`config.mk`:
```
export PLATFORM = sky130hd
export DESIGN_NAME = emailbox_reader
export DESIGN_NICKNAME = d
export VERILOG_FILES = /design/src/rtl/emailbox_reader.sv
export SDC_FILE = /design/constraint.sdc
export NUM_CORES = 1
export LEC_CHECK = 0
export ABC_AREA = 1
export BUFFER_PORTS_ARGS = -buffer_cell sky130_fd_sc_hd__buf_2
export CAP_MARGIN = 10
export CORE_MARGIN = 2
export CORE_UTILIZATION = 30
export CTS_CLUSTER_SIZE = 40
export DETAILED_ROUTE_END_ITERATION = 12
export PLACE_DENSITY = 0.65
export RECOVER_POWER = 100
export SYNTH_ARGS = -nofsm -noshare
export SYNTH_HDL_FRONTEND = slang
export SYNTH_SLANG_ARGS = --single-unit
```
`constraint.sdc`:
```
create_clock -name rd_clk -period 1.2 [get_ports rd_clk]
set_input_delay 0.06 -clock rd_clk [delete_from_list [all_inputs] [get_ports rd_clk]]
set_output_delay 0.06 -clock rd_clk [all_outputs]
set_load 0.005 [all_outputs]
```
`src/rtl/emailbox_reader.sv`:
```
// Hardware drain engine for the emailbox FIFO: wins the mi bus on mailbox_irq,
// pops one 64-bit entry with a MAILBOXLO read and offers it on a valid/ready port.

module emailbox_reader #(
    parameter int unsigned     RFAW        = 6,
    parameter int unsigned     RD_LAT      = 1,
    parameter int unsigned     SETTLE      = 4,
    parameter logic [RFAW-1:0] E_MAILBOXLO = RFAW'(9)
) (
    input  logic             rd_clk,
    input  logic             nreset,
    input  logic             enable,
    input  logic             mailbox_irq,
    output logic             mi_req,
    input  logic             mi_gnt,
    output logic             mi_en,
    output logic             mi_we,
    output logic [RFAW+1:0]  mi_addr,
    input  logic [63:0]      mi_din,
    output logic             msg_valid,
    output logic [63:0]      msg_data,
    input  logic             msg_ready,
    output logic [15:0]      msg_count,
    output logic             busy
);

    localparam int unsigned CNT_W = 4;

    typedef enum logic [1:0] {
        S_IDLE,
        S_REQ,
        S_WAIT,
        S_SETTLE
    } state_t;

    state_t             state;
    state_t             state_nxt;
    logic [CNT_W-1:0]   cnt;
    logic [CNT_W-1:0]   cnt_nxt;
    logic               capture;
    logic               handshake;

    assign handshake = msg_valid & msg_ready;

    // State and shared latency/settle counter
    always_ff @(posedge rd_clk or negedge nreset) begin
        if (!nreset) begin
            state <= S_IDLE;
            cnt   <= '0;
        end else begin
            state <= state_nxt;
            cnt   <= cnt_nxt;
        end
    end

    // Next state; mi_en is a same-cycle response to the grant
    always_comb begin
        state_nxt = state;
        cnt_nxt   = cnt;
        mi_en     = 1'b0;
        capture   = 1'b0;
        case (state)
            S_IDLE: begin
                // Only start when the output slot is free or draining this cycle
                if (enable && mailbox_irq && (!msg_valid || msg_ready)) begin
                    state_nxt = S_REQ;
                end
            end
            S_REQ: begin
                if (mi_gnt) begin
                    mi_en     = 1'b1;
                    cnt_nxt   = CNT_W'(RD_LAT);
                    state_nxt = S_WAIT;
                end
            end
            S_WAIT: begin
                cnt_nxt = cnt - CNT_W'(1);
                if (cnt == CNT_W'(1)) begin
                    capture   = 1'b1;
                    cnt_nxt   = CNT_W'(SETTLE);
                    state_nxt = S_SETTLE;
                end
            end
            S_SETTLE: begin
                // irq is stale here until the FIFO empty flag has resynchronised
                cnt_nxt = cnt - CNT_W'(1);
                if (cnt == CNT_W'(1)) begin
                    state_nxt = S_IDLE;
                end
            end
            default: begin
                state_nxt = S_IDLE;
                cnt_nxt   = '0;
            end
        endcase
    end

    assign mi_req  = (state == S_REQ);
    assign busy    = (state != S_IDLE);
    assign mi_we   = 1'b0;
    assign mi_addr = mi_en ? {E_MAILBOXLO, 2'b00} : '0;

    // Single-entry output register and delivered-message counter
    always_ff @(posedge rd_clk or negedge nreset) begin
        if (!nreset) begin
            msg_valid <= 1'b0;
            msg_data  <= '0;
            msg_count <= '0;
        end else begin
            if (capture) begin
                msg_valid <= 1'b1;
                msg_data  <= mi_din;
            end else if (handshake) begin
                msg_valid <= 1'b0;
            end
            if (handshake) begin
                msg_count <= msg_count + 16'd1;
            end
        end
    end

endmodule

```
==> flow_metrics.py <==
metrics = {
    "drt": {
        "wl_per_cell_um": 13.1,
        "drc_errors": 0,
        "first_iter_violations": 254,
        "vias": 3782,
        "drt-vias-per-instance": 4.39,
        "antenna_left": 0,
        "wl_um": 11300,
        "dr.pass1.iters": 4,
    },
    "floorplan": {
        "dieArea_um2": 13600,
        "row_count": 41,
        "die_width_um": 117,
        "core_um2": 12500,
        "fp.dieH_um": 117,
        "initial_core_util": 0.304,
        "io_pins": 163,
    },
    "final_layout": {
        "layout_commonest_cell": "nand2_1",
        "fin_nets": 763,
        "layout_common_cells": "225 x nand2_1, 100 x buf_2, 85 x dfrtp_1, 66 x dlygate4sd3_1, 59 x clkbuf_1",
        "drive_gt1_frac": 0.280,
        "fin_area_um2": 6070,
        "syn_to_final_growth_pct": 59.3,
        "antenna_cells": 0,
        "fillers": 1194,
        "fin_cells": 861,
        "fin_util": 0.485,
    },
    "setup_path": {
        "critPathSlowestCell": "dfrtp_2",
        "worst-r2r-setup-slack_ns": -0.22,
        "cp-start-kind": "register",
        "crit_fanout": 13,
        "critical_path.max_stage_delay_ns": 0.45,
        "cp.arrival_ns": 1.65,
        "cp.required_ns": 1.43,
        "critical_path_class": "reg -> reg",
        "path_cells": "inv_4 -> ha_4 -> inv_4 -> nor2_4 -> inv_4 -> buf_12 -> nand2_1 -> nand2_1",
        "crit_path_end_kind": "register",
        "path_common_cell": "inv_4",
    },
    "timing": {
        "post-route-period-util": 1.19,
        "hold_viol_final": 0,
        "worst_slack_ns": -0.224,
        "setup_viol": 86,
        "slew_headroom": 0.468,
        "holdWs_ns": 0.213,
        "drv_slew": 0,
        "setup_tns_ns": -14.06,
        "rsz0062_at_grt": "true",
        "skew_ns": 0.00645,
        "tightest_slew_ns": 0.798,
        "fmax_mhz": 702,
        "fin_crit_ns": 1.42,
    },
    "placed_design": {
        "dp_slack_ns": -0.195,
        "dp_hpwl_um": 6640,
        "place_inst": 765,
        "postPlaceCellArea_um2": 4910,
        "gp_congestion": 0.778,
        "portBuffers": 155,
    },
    "status": {
        "status": "finished, violations left",
        "violations": "negative setup slack",
    },
    "clock_network": {
        "cts-root-buf": "clkbuf_16",
        "cts.reportedPaths.clkPinSlew_ns": 0.06,
        "cts.path.max_buffers": 2,
        "clock-sinks": 87,
        "numCtsBuffers": 9,
        "cts_tree": "yes",
        "clk-insertion-delay-late_ns": 0.34,
        "htreeDepth": 3,
    },
    "power": {
        "internal_power_mw": 8.69,
        "power_frac_seq": 0.359,
        "power.leakage_nw": 3.15,
        "p_sw_frac": 0.374,
        "power.total_mw": 13.9,
        "combPwrFrac": 0.443,
        "pwr-share-clk": 0.199,
        "p_per_area_nw_per_um2": 2290,
        "peakVddDrop_mv": 1.09,
        "p_sw_mw": 5.18,
    },
    "logic_synthesis": {
        "ys_ff_latch": 87,
        "ys_seq_area_frac": 0.572,
        "synth.avg_cell_area_um2": 8.88,
        "ys_types": 24,
        "syn_inst": 429,
        "yosys_warnings": 0,
        "yosys.area_share.xor_xnor": 0.0299,
        "synth_compound_area_frac": 0.00986,
        "synth_enable_flop_cells": 0,
        "synth_top_family_by_area": "simple AND/OR/NAND/NOR gates",
        "synthSimpleGateAreaFrac": 0.281,
        "yosys-mux-area-fraction": 0.00296,
        "synth_ff_type": "dfrtp_1",
        "synth_fa_ha_area_frac": 0.0263,
        "async_reset_ff_frac": 1.00,
        "syn-cell-area_um2": 3810,
    },
    "min_path": {
        "min_path_type": "in -> reg",
    },
    "global_routing": {
        "grt_overflow": 0,
        "grt_pass1_wl_um": 17300,
        "antenna_found_initial": 0,
        "grt_max_degree": 88,
        "grt.total_usage": 0.165,
        "grt_pass1_vias": 3662,
    },
    "job": {
        "drv_cap": 0,
    },
}
## cell families after synthesis
logic type / Yosys count
flops: 87
compound gates: 7
fa+ha+maj: 8
mux: 1
simple gates: 267
other cells: 1
buf+inv: 45
xor+xnor: 13
## final cells by class
type                    count  area [µm²]  area share
flip-flops and latches     87        2180       0.359
repair buffers            262        1760       0.291
multi-input cells         303        1530       0.251
clock buffers              12         246      0.0406
well taps                 172         215      0.0355
inverters                  22        92.6      0.0153
clock inverters             3        43.8     0.00722
## cells in the mapped netlist, types with 2 or more instances
cell type	number	area, µm²
nand2_1	232	871
dfrtp_1	87	2180
inv_1	19	71.3
nor2_1	13	48.8
buf_6	12	135
buf_4	9	67.6
nand4_1	9	56.3
ha_1	8	100
xnor2_1	7	61.3
nand3_1	6	30.0
xor2_1	6	52.6
o21ai_0	4	20.0
inv_2	3	11.3
a21oi_1	2	10.0
buf_2	2	10.0
nand3b_1	2	15.0
## worst paths after layout
kind                           endpoint  depth (start not counted)    startpoint
max in group asynchronous      state[0]                          3        nreset
min in group asynchronous  msg_data[14]                          3        nreset
max reg2reg                msg_data[38]                          8      state[0]
min                            state[1]                          5   mailbox_irq
min reg2reg                msg_data[60]                          2  msg_data[60]
max                        msg_data[38]                          8      state[0]
## repair_timing
| item | 4_1_cts | 5_1_grt |
|---|---|---|
| endpoints found under the hold margin | 152 | 0 |
| setup endpoints to repair | 84 | 86 |
| pin swaps | 9 | 8 |
| gates resized for setup | 32 | 13 |
| buffers inserted | 10 | 4 |
| gates cloned | 2 | 0 |
| hold buffers | 66 | 0 |
## power by group through the flow
stage	Sequential, mW	Clock (mW)	Combinational, mW
finish	4.98	2.76	6.14
floorplan	5.05	0	2.97
global placement	4.90	0	5.09
global route	5.11	2.96	6.91
detailed placement	4.95	0	5.28
CTS	4.93	2.88	6.25
## flip-flops by register name (all words and copies together) (netlist names)
register and count:
state 2, cnt 4, msg_data 64, msg_valid 1, msg_count 16
## critical path, delay by kind of cell (launching register included)
family                     cells  cell delay (ns)
and+or+nand+nor                3             0.32
DFF                            1             0.45
buffers and inverters          4             0.40
adders and majority gates      1             0.14
## layer usage
metal | routed length (µm) | up-vias | global-route usage
met4 | 328 | 0 | 0.0831
met3 | 716 | 28 | 0.0400
met1 | 4510 | 1802 | 0.183
met5 | 0 | - | 0
met2 | 5770 | 136 | 0.295
li1 | - | 1816 | -
Note: power is estimated with default switching activity, not from simulation.
